### src/rtl/booth_digit_decoder.sv
// Serial radix-4 Booth digit decoder: rebuilds a signed value from {sign, mag2, mag1} digit
// slices, MSB digit first. Define BOOTH_DEC_CHECK_EN to report illegal digit codes on code_err.
module booth_digit_decoder #(
   parameter int unsigned N_DIGITS = 8,
   parameter int unsigned DATA_W   = 2 * N_DIGITS
) (
   input  logic              clk,
   input  logic              rst_n,
   input  logic              in_valid,
   output logic              in_ready,
   input  logic [N_DIGITS-1:0] enc2,
   input  logic [N_DIGITS-1:0] enc1,
   input  logic [N_DIGITS-1:0] enc0,
   output logic              out_valid,
   input  logic              out_ready,
   output logic [DATA_W-1:0] data,
   output logic              code_err
);

   localparam int unsigned ACC_W = DATA_W + 2;
   localparam int unsigned CNT_W = (N_DIGITS > 1) ? $clog2(N_DIGITS) : 1;

   typedef enum logic [1:0] {
      IDLE = 2'd0,
      RUN  = 2'd1,
      DONE = 2'd2
   } state_t;

   state_t                   state;
   logic [N_DIGITS-1:0]      e2_q;
   logic [N_DIGITS-1:0]      e1_q;
   logic [N_DIGITS-1:0]      e0_q;
   logic [CNT_W-1:0]         cnt;
   logic signed [ACC_W-1:0]  acc;

   logic                     dig_sign;
   logic                     dig_mag2;
   logic                     dig_mag1;
   logic signed [2:0]        dig_mag;
   logic signed [2:0]        dig_val;
   logic signed [ACC_W-1:0]  acc_nxt;

   // Current digit value; illegal codes fall out of the same mag2-over-mag1 priority
   always_comb begin
      dig_sign = e2_q[cnt];
      dig_mag2 = e1_q[cnt];
      dig_mag1 = e0_q[cnt];
      dig_mag  = dig_mag2 ? 3'sd2 : (dig_mag1 ? 3'sd1 : 3'sd0);
      dig_val  = dig_sign ? -dig_mag : dig_mag;
      acc_nxt  = (acc <<< 2) + ACC_W'(dig_val);
   end

`ifdef BOOTH_DEC_CHECK_EN
   logic err;
   logic dig_illegal;

   // 011 and 111 set both magnitude flags; 100 is a sign with no magnitude
   always_comb begin
      dig_illegal = (dig_mag2 & dig_mag1) | (dig_sign & ~dig_mag2 & ~dig_mag1);
   end
`endif

   always_ff @(posedge clk) begin
      if (!rst_n) begin
         state     <= IDLE;
         in_ready  <= 1'b1;
         out_valid <= 1'b0;
         data      <= '0;
         e2_q      <= '0;
         e1_q      <= '0;
         e0_q      <= '0;
         cnt       <= '0;
         acc       <= '0;
`ifdef BOOTH_DEC_CHECK_EN
         err       <= 1'b0;
         code_err  <= 1'b0;
`endif
      end else begin
         case (state)
            IDLE: begin
               if (in_valid) begin
                  e2_q     <= enc2;
                  e1_q     <= enc1;
                  e0_q     <= enc0;
                  acc      <= '0;
                  cnt      <= CNT_W'(N_DIGITS - 1);
                  in_ready <= 1'b0;
                  state    <= RUN;
`ifdef BOOTH_DEC_CHECK_EN
                  err      <= 1'b0;
`endif
               end
            end
            RUN: begin
               acc <= acc_nxt;
               cnt <= cnt - CNT_W'(1);
`ifdef BOOTH_DEC_CHECK_EN
               err <= err | dig_illegal;
`endif
               if (cnt == '0) begin
                  data      <= acc_nxt[DATA_W-1:0];
                  out_valid <= 1'b1;
                  state     <= DONE;
`ifdef BOOTH_DEC_CHECK_EN
                  code_err  <= err | dig_illegal;
`endif
               end
            end
            DONE: begin
               // in_ready rises only on the edge that retires the result, never alongside out_valid
               if (out_ready) begin
                  out_valid <= 1'b0;
                  in_ready  <= 1'b1;
                  state     <= IDLE;
               end
            end
            default: begin
               state     <= IDLE;
               in_ready  <= 1'b1;
               out_valid <= 1'b0;
            end
         endcase
      end
   end

`ifndef BOOTH_DEC_CHECK_EN
   assign code_err = 1'b0;
`endif

endmodule

### config.mk
export PLATFORM = sky130hd
export DESIGN_NAME = booth_digit_decoder
export DESIGN_NICKNAME = d
export VERILOG_FILES = /design/src/rtl/booth_digit_decoder.sv
export SDC_FILE = /design/constraint.sdc
export NUM_CORES = 1
export LEC_CHECK = 0
export ABC_CLOCK_PERIOD_IN_PS = 4700
export CORE_ASPECT_RATIO = 1.5
export CORE_UTILIZATION = 50
export CTS_CLUSTER_DIAMETER = 120
export DETAILED_ROUTE_END_ITERATION = 16
export GPL_TIMING_DRIVEN = 0
export PLACE_DENSITY_LB_ADDON = 0.2
export SLEW_MARGIN = 20
export SYNTH_ARGS = -nofsm -noshare
export SYNTH_HDL_FRONTEND = slang
export SYNTH_SLANG_ARGS = --single-unit
### constraint.sdc
create_clock -name clk -period 4.7 [get_ports clk]
set_clock_uncertainty 0.2 [all_clocks]
set_input_delay 0.94 -clock clk [delete_from_list [all_inputs] [get_ports clk]]
set_output_delay 0.94 -clock clk [all_outputs]
set_load 0.02 [all_outputs]
==> impl_metrics.toml, run 1 <==
[critical_path]
path_class = "flip-flop to flip-flop"
crit_family = "compound AO/OA/AOI/OAI gates"
crit_fanout = 15
cp_cell_sequence = "buf_6 -> mux4_2 -> mux2i_4 -> a21oi_2 -> ha_1 -> inv_1 -> fa_1 -> nor2b_1 -> o21ai_1 -> a21oi_1 -> o211ai_1 -> and3b_1 -> o32ai_1"
critPathCaptureType = "flip-flop"
crit_arrival_ns = 3.99
startpoint_type = "flip-flop"
cp_slowest_cell = "a21oi_2"
worstPathRequired_ns = 4.75
max_stage_delay_ns = 0.64
crit_buf_inv = 2

[timing]
max-slew-margin-rel = 0.4745
rsz0062_at_grt = "false"
period_share = 0.8390
hold_viol = 0
worst_pin_slew_ns = 0.7882
finalMaxSlewViolations = 0
fmax_mhz = 253.6
finalSetupTns_ns = 0
fin_crit_ns = 3.943
finalSetupViolCount = 0

[synthesis]
synth-seq-area-share = 0.4082
dominantRegCellSynth = "dfxtp_1"
synthArstFlopShare = 0
synth_nets = 404
netlist_instances = 360
ys_types = 46
synth.avg_cell_area_um2 = 8.310
synth-edff-count = 0
yosys.area.top_type = "dfxtp_1"
synthTopCellsByArea = "dfxtp_1 41%, nand2_1 10%, a21oi_1 9.4%"
synth_top_cells_by_count = "82 x nand2_1, 61 x dfxtp_1, 56 x a21oi_1, 20 x nand3_1, 18 x clkbuf_1"
syn_area_um2 = 2992
yosysMostFrequentCell = "nand2_1"
synth-seq-cells = 61
synth_top_area_frac = 0.4082
yosysWarnings = 0

[layout]
nNetsFinal = 460
final_util = 0.6436
antenna_cells = 0
layout.cells.non_filler = 493
drive_above_1_share = 0.06888
area_growth_pct = 24.47

[die]
ioPinCount = 47
row_count = 34
die_w_um = 65.16
start_util = 0.5171
dieArea_um2 = 6303
die_y_um = 96.74
core_um2 = 5786

[power]
p_sw_mw = 0.3632
power_frac_comb = 0.196
power_density_nw_per_um2 = 341.3
ir_drop_mv = 0.2167
p_seq_frac = 0.445
p_leak_nw = 1.456
power_switching_share = 0.2858
clkPwrFrac = 0.358
p_int_mw = 0.9077

[flow_run]
cap_viol_max_count = 0

[drt]
drc = 0
ant_nets = 0
routed_wirelength_mm = 7.207
drtPass1Iterations = 4
wl_met2_mm = 3.934
top_layer = "met4"
met1_length_mm = 2.862
avgViaCountPerCell = 5.525
wl_met3_um = 238
wire_per_inst_um = 14.62
vias = 2724
drtIter0Drc = 105

[clocking]
clk_latency_ns = 0.33
cts_buffers = 9
cts_num_sinks = 61
max-clock-path-buffers = 2
cts_resized = 0
ctsHoldBuffers = 0
cts_setup_buffers = 0
clk_pin_slew_ns = 0.07
cts-root-buf = "clkbuf_8"
cts_tree = "yes"
cts_htree_levels = 3

[grt]
antenna_found_initial = 0
grt_pass1_vias = 2633
gr-total-overflow = 0
grt_max_degree = 16
grt_pass1_wl_mm = 11.89
grt_usage = 0.2493

[place]
port_buffers = 45
gp_congestion = 0.9033
hpwl_mm = 5.227
placedCellCount = 477

[outcome]
outcome = "finished, final reports clean"

[hold_path]
hold_class = "flip-flop to flip-flop"
-- final timing paths --
path	start	to	slack, ns	cells after the start
max reg2reg	cnt[1]	acc[12]	0.76	13
max	cnt[1]	acc[12]	0.76	13
min	data[7]	data[7]	0.25	2
min reg2reg	data[7]	data[7]	0.25	2
-- power groups by stage --
stage / clock, mW / combinational (mW) / sequential [mW]
detailed placement: 0 / 0.248 / 0.577
global placement: 0 / 0.244 / 0.576
finish: 0.455 / 0.250 / 0.566
global route: 0.484 / 0.275 / 0.570
CTS: 0.462 / 0.249 / 0.566
floorplan: 0 / 0.161 / 0.580
-- worst register-to-register path: cells and delay by family (launching register included) --
kind / cells / cell delay [ns]
compound gates: 5 / 1.60
fa+ha+maj: 2 / 0.73
buf+inv: 2 / 0.20
flops: 1 / 0.31
mux: 2 / 0.45
simple gates: 2 / 0.38
-- sequential cells by signal, indices dropped and copies added (netlist names) --
| name | flops |
|---|---|
| acc | 14 |
| cnt | 3 |
| data | 16 |
| e0_q | 8 |
| e1_q | 8 |
| e2_q | 8 |
| in_ready | 1 |
| out_valid | 1 |
| state | 2 |
-- through the flow --
step | setup slack (ns) | area, um2 | hold slack, ns | power (mW)
2_1_floorplan | 1.372 | 2992 | 0.2331 | 0.7411
3_3_place_gp | 0.9232 | 3532 | 0.2394 | 0.8200
3_5_place_dp | 0.8687 | 3532 | 0.2480 | 0.8250
4_1_cts | 0.8232 | 3724 | 0.2564 | 1.277
5_1_grt | 0.5473 | 3724 | 0.2699 | 1.328
6_report | 0.7569 | 3724 | 0.2547 | 1.271
-- layout by cell type, fill, tap and decap left out, types with 2 or more instances in the layout --
| master | instances |
|---|---|
| mux2i_4 | 2 |
| nor2b_1 | 5 |
| nand4_1 | 4 |
| nor2_1 | 11 |
| clkbuf_1 | 19 |
| clkbuf_8 | 10 |
| o32ai_1 | 2 |
| xnor2_1 | 2 |
| nand2b_1 | 3 |
| clkdlybuf4s50_1 | 45 |
| o21a_1 | 2 |
| ha_1 | 15 |
| o21ai_0 | 5 |
| a31oi_1 | 4 |
| dfxtp_1 | 61 |
| a21oi_1 | 56 |
| clkinv_2 | 4 |
| o211a_1 | 2 |
| o211ai_1 | 3 |
| o21ai_1 | 6 |
| xor2_1 | 5 |
| nor3_1 | 5 |
| nand2_1 | 82 |
| and2_1 | 2 |
| o31ai_1 | 2 |
| inv_1 | 6 |
| or3_1 | 4 |
| mux4_2 | 6 |
| nand3_1 | 20 |
| a21o_1 | 6 |
| buf_2 | 2 |
| a211oi_1 | 2 |
-- layer usage --
layer | vias to the layer above | track usage
li1 | 1372 | -
met1 | 1266 | 0.2671
met2 | 70 | 0.4519
met3 | 16 | 0.03302
met4 | 0 | 0.1405
met5 | - | 0
-- area by class of cell --
cell class,count,area (um2)
inverter,8,30.03
timing repair buffer,45,450.4
tap,72,90.09
clock inverter,5,50.05
sequential,61,1221
fill,543,2062
multi-input combinational,268,1640
clock buffer,11,141.4
buffer,23,100.1
-- logic make-up (layout without fill, tap and decap cells) --
logic type | count (synthesis) | after routing | share of synthesized area
AO/OA/AOI/OAI | 97 | 97 | 0.1924
XOR/XNOR | 7 | 7 | 0.02049
adder cells (fa/ha/maj) | 16 | 16 | 0.06943
buffers and inverters | 31 | 92 | 0.04349
flip-flops | 61 | 61 | 0.4082
multiplexers | 9 | 9 | 0.06357
other | 1 | 1 | 0.001254
AND/OR/NAND/NOR | 138 | 138 | 0.2012
No activity file was read; power rests on OpenSTA's default activity.
==> run 2, diff against run 1 <==
- ABC_CLOCK_PERIOD_IN_PS: 4700 -> 3300
- CORE_UTILIZATION: 50 -> 48
- clock period: 4.7 -> 3.3 ns (I/O delays scaled with it)
==> run 2 against run 1 <==
Routed wire length increased by 5.7%. Sequential share of layout area is 1.8 points lower. Largest power group unchanged. Utilization increased by 2.6 points. Clock power up 28%. Design area up 6.3%. Final cell count rose by 1.4%. Register-to-register slack got worse by 0.66 ns. Sequential cell count stayed put. Die area up 4.1%. Worst hold slack lost 0.0022 ns. Largest cell class unchanged. Total power increased by 41%. Sequential power grew 44%.
==> impl_metrics.toml, run 2 (synthesis gave the netlist of run 1 again) <==
[outcome]
outcome = "finished, final reports clean"

[grt]
use_met3 = 0.03356
grt_pass1_vias = 2740
antenna_found_initial = 0
busiest_layer = "met2"
grtUsageMet2 = 0.4349
met1_usage = 0.2827
grt_max_degree = 11
gr-total-overflow = 0
grt_pass1_wl_mm = 12.36
grt_usage = 0.2515

[timing]
fin_crit_ns = 3.208
finalMaxSlewViolations = 0
max-slew-margin-rel = 0.5918
period_share = 0.9721
hold_viol = 0
finalSetupTns_ns = 0
fmax_mhz = 311.7
hold_ws_ns = 0.2525
worst_pin_slew_ns = 0.6123
finalSetupViolCount = 0

[layout]
drive_above_1_share = 0.1355
final_cell_area_um2 = 3958
final_common_cell = "nand2_1"
reg_top3 = "data: 16 flops, acc: 14 flops"
final_util = 0.6693
largest-register = "data"
nNetsFinal = 469
most-common-layout-cells = "82 x nand2_1, 59 x dfxtp_1, 55 x a21oi_1"
area_growth_pct = 32.29
layout.cells.non_filler = 500
antenna_cells = 0
largest_reg_flops = 16

[clocking]
clk_pin_slew_ns = 0.06
cts_htree_levels = 3
cts_tree = "yes"
cts-root-buf = "clkbuf_8"
clk_latency_ns = 0.34
cts_buffers = 9
cts_num_sinks = 61
max-clock-path-buffers = 2

[power]
clkPwrFrac = 0.325
power_density_nw_per_um2 = 452.8
p_leak_nw = 1.470
power_switching_share = 0.2953
p_int_mw = 1.263
p_sw_mw = 0.5292
ir_drop_mv = 0.3209
p_seq_frac = 0.454
power_frac_comb = 0.220

[drt]
drtIter0Drc = 172
drtPass1Iterations = 4
avgViaCountPerCell = 5.604
ant_nets = 0
routed_wirelength_mm = 7.618
vias = 2802
wire_per_inst_um = 15.24
drc = 0

[place]
gp_congestion = 0.8626
place_area_um2 = 3540
port_buffers = 45
hpwl_mm = 5.260
placedCellCount = 477

[critical_path]
worstPathRequired_ns = 3.32
rr_worst_depth = 11
critPathCaptureType = "flip-flop"
crit_arrival_ns = 3.23
path_class = "flip-flop to flip-flop"
crit_fanout = 5
startpoint_type = "flip-flop"

[die]
row_count = 34
die_w_um = 66.46
dieArea_um2 = 6559
core_um2 = 5913
start_util = 0.5059
ioPinCount = 47
die_y_um = 98.69

[hold_path]
hold_depth = 2
hold_class = "flip-flop to flip-flop"

[flow_run]
cap_viol_max_count = 0
run 2: cell types whose count changed in the layout (fill, tap and decap cells not counted), sizes merged:
cell and delta:
clkbuf +2, bufinv -1, buf +8, clkinv -2
run 2: power groups by stage:
stage                     Clock, mW  Combinational [mW]  Sequential [mW]
after floorplan                   0               0.232            0.827
after global placement            0               0.352            0.820
after detailed placement          0               0.355            0.823
after CTS                     0.590               0.377            0.807
after global routing          0.626               0.434            0.820
final                         0.583               0.395            0.814
run 2: final timing paths:
kind / startpoint / to / slack [ns]
max reg2reg: cnt[1] / acc[9] / 0.09
max: cnt[1] / acc[9] / 0.09
min: e2_q[2] / e2_q[2] / 0.25
min reg2reg: e2_q[2] / e2_q[2] / 0.25
run 2: per-stage QoR:
step,setup WS [ns],total power [mW]
after floorplan,0.1219,1.058
after global placement,-0.2428,1.172
after detailed placement,-0.2765,1.179
after CTS,0.004439,1.774
after global routing,-0.02838,1.881
final,0.09218,1.792
run 2: cell type report:
type / count / area (um2)
multi-input combinational: 268 / 1814
tap: 72 / 90.09
timing repair buffer: 55 / 540.5
sequential: 61 / 1226
clock inverter: 2 / 10.01
inverter: 8 / 30.03
fill: 496 / 1956
clock buffer: 12 / 155.1
buffer: 22 / 91.34
run 2: timing repair:
item,CTS,global route
endpoints found under the hold margin,0,0
hold buffers,0,0
setup endpoints to repair,12,14
resized for setup,7,27
pin swaps,2,21
setup buffers,6,4
run 2: metal layers:
layer  vias to the layer above  share of wire
li1                       1395              -
met1                      1303           0.40
met2                        80           0.53
met3                        24          0.032
met4                         0          0.038
met5                         -              0
run 2: critical path, cell delays in order, from the launching register on:
cell and delay, ns:
dfxtp_4 0.40, mux4_2 0.53, mux2i_4 0.21, a21oi_4 0.13, ha_1 0.37, a21oi_1 0.21
o21ai_2 0.11, buf_4 0.16, a21o_1 0.18, a21oi_1 0.17, xor2_1 0.32, o21ai_1 0.11
==> run 3, diff against run 2 <==
- ABC_CLOCK_PERIOD_IN_PS: 3300 -> 3000
- CAP_MARGIN: unset -> 20
- CORE_UTILIZATION: 48 -> 50
- clock period: 3.3 -> 3 ns (I/O delays scaled with it)
==> run 3 against run 2 <==
The flow now finishes with violations (negative setup slack). Die area decreased by 3.9%. Largest cell class unchanged. Clock power increased by 25%. First-iteration DRC count increased by 6.4%. Design area increased by 3.8%. Utilization increased by 4.1 points. Non-clock buffer count increased by 4. Total power increased by 16%. Final cell count increased by 1.4%.
==> impl_metrics.toml, run 3 (synthesis gave the netlist of run 1 again) <==
[outcome]
outcome = "finished, violations left"
violations = "negative setup slack"

[clocking]
cts_htree_levels = 3
cts-root-buf = "clkbuf_8"
cts_buffers = 9
clk_pin_slew_ns = 0.08
cts_tree = "yes"
ctsHoldBuffers = 0
cts_num_sinks = 61
max-clock-path-buffers = 2
clk_latency_ns = 0.34

[place]
gp_congestion = 0.8748
placedCellCount = 477
hpwl_mm = 5.142
port_buffers = 45

[timing]
finalSetupViolCount = 18
period_share = 1.079
finalMaxSlewViolations = 0
fmax_mhz = 308.9
max-slew-margin-rel = 0.5651
hold_viol = 0
rsz0062_at_grt = "true"
fin_crit_ns = 3.237
setup_ws_ns = -0.2368
worst_pin_slew_ns = 0.6523

[critical_path]
worstPathRequired_ns = 3.06
crit_family = "compound AO/OA/AOI/OAI gates"
cp_cell_sequence = "mux4_2 -> mux2i_4 -> a21oi_4 -> ha_4 -> a211oi_2 -> o21ai_2 -> o2111a_1 -> o211a_1 -> o21a_1 -> o32ai_1"
cp_slowest_cell = "mux4_2"
crit_buf_inv = 0
startpoint_type = "flip-flop"
max_stage_delay_ns = 0.54
crit_arrival_ns = 3.29
crit_fanout = 5
path_class = "flip-flop to flip-flop"
critPathCaptureType = "flip-flop"

[drt]
drtIter0Drc = 183
avgViaCountPerCell = 5.773
ant_nets = 0
drtPass1Iterations = 4
drc = 0
vias = 2927
wire_per_inst_um = 15.90
routed_wirelength_mm = 8.061

[layout]
area_growth_pct = 37.31
antenna_cells = 0
final_common_cell = "nand2_1"
drive_above_1_share = 0.1885
nNetsFinal = 474
reg_top3 = "data: 16 flops, acc: 14 flops"
most-common-layout-cells = "81 x nand2_1, 59 x dfxtp_1, 46 x a21oi_1"
largest_reg_flops = 16
layout.cells.non_filler = 507
largest-register = "data"
final_util = 0.7100

[die]
start_util = 0.5171
die_w_um = 65.16
ioPinCount = 47
dieArea_um2 = 6303
die_y_um = 96.74
row_count = 34
core_um2 = 5786

[grt]
gr-total-overflow = 0
grt_usage = 0.2702
grt_pass1_wl_mm = 13.11
grt_max_degree = 11
antenna_found_initial = 0
grt_pass1_vias = 2892

[hold_path]
hold_class = "flip-flop to flip-flop"

[power]
power_density_nw_per_um2 = 505.7
p_leak_nw = 1.507
ir_drop_mv = 0.4628

[flow_run]
cap_viol_max_count = 0
[run 3: cell count changes in the layout (fill, tap and decap cells not counted), moves of 2 or more]
| cell | delta |
|---|---|
| a21oi_1 | -9 |
| a21oi_2 | +9 |
| buf_4 | +6 |
| or3_1 | -3 |
| or3_4 | +3 |
| nand3_1 | -2 |
| nand3_2 | +2 |
| xor2_1 | -2 |
[run 3: area by class of cell]
class                           count  area (um2)
Clock buffer                       12       145.1
Inverter                            8       30.03
Timing Repair Buffer               59       563.0
Fill cell                         465        1678
Sequential cell                    61        1226
Multi-Input combinational cell    269        1914
Buffer                             22       91.34
Clock inverter                      4       47.55
Tap cell                           72       90.09
[run 3: final timing paths]
| kind | slack [ns] | to | start | cells after the start |
|---|---|---|---|---|
| hold reg to reg | 0.25 | e1_q[6] | e1_q[6] | 2 |
| setup reg to reg | -0.24 | acc[13] | cnt[1] | 10 |
| hold / removal | 0.25 | e1_q[6] | e1_q[6] | 2 |
| setup / recovery | -0.24 | acc[13] | cnt[1] | 10 |
[run 3: timing repair]
item                       CTS  global route
buffers inserted            12             3
cloned                       1             0
setup endpoints to repair   18            18
gates resized for setup     21            23
pin swaps                   22            16
[run 3: where the power goes]
| part | switching, mW | leakage (nW) | internal (mW) | total (mW) |
|---|---|---|---|---|
| clock | 0.324 | 0.0964 | 0.404 | 0.728 |
| combinational | 0.256 | 0.913 | 0.198 | 0.454 |
| sequential | 0.0348 | 0.498 | 0.860 | 0.895 |
[run 3: metal layers]
layer	GRT usage	wire length, um
met1	0.3089	3090
met2	0.4599	4250
met3	0.05307	416
met4	0.1472	303
met5	0	0
[run 3: worst reg2reg max path, stage by stage (launching register included)]
cell and delay, ns:
dfxtp_4 0.40, mux4_2 0.54, mux2i_4 0.29, a21oi_4 0.16, ha_4 0.26, a211oi_2 0.26
o21ai_2 0.12, o2111a_1 0.27, o211a_1 0.24, o21a_1 0.22, o32ai_1 0.21
[run 3: stage by stage]
step                      total power [mW]  worst slack, ns  instance area [um2]  setup TNS (ns)  hold slack (ns)
after floorplan                      1.170          -0.1399                 3049         -0.5816           0.2331
after global placement               1.294          -0.4709                 3590          -5.016           0.2395
after detailed placement             1.303          -0.4834                 3590          -5.148           0.2467
after CTS                            2.057          -0.2266                 4003          -2.060           0.2551
after global routing                 2.163          -0.3299                 4108          -4.621           0.2757
final                                2.077          -0.2368                 4108          -2.566           0.2536
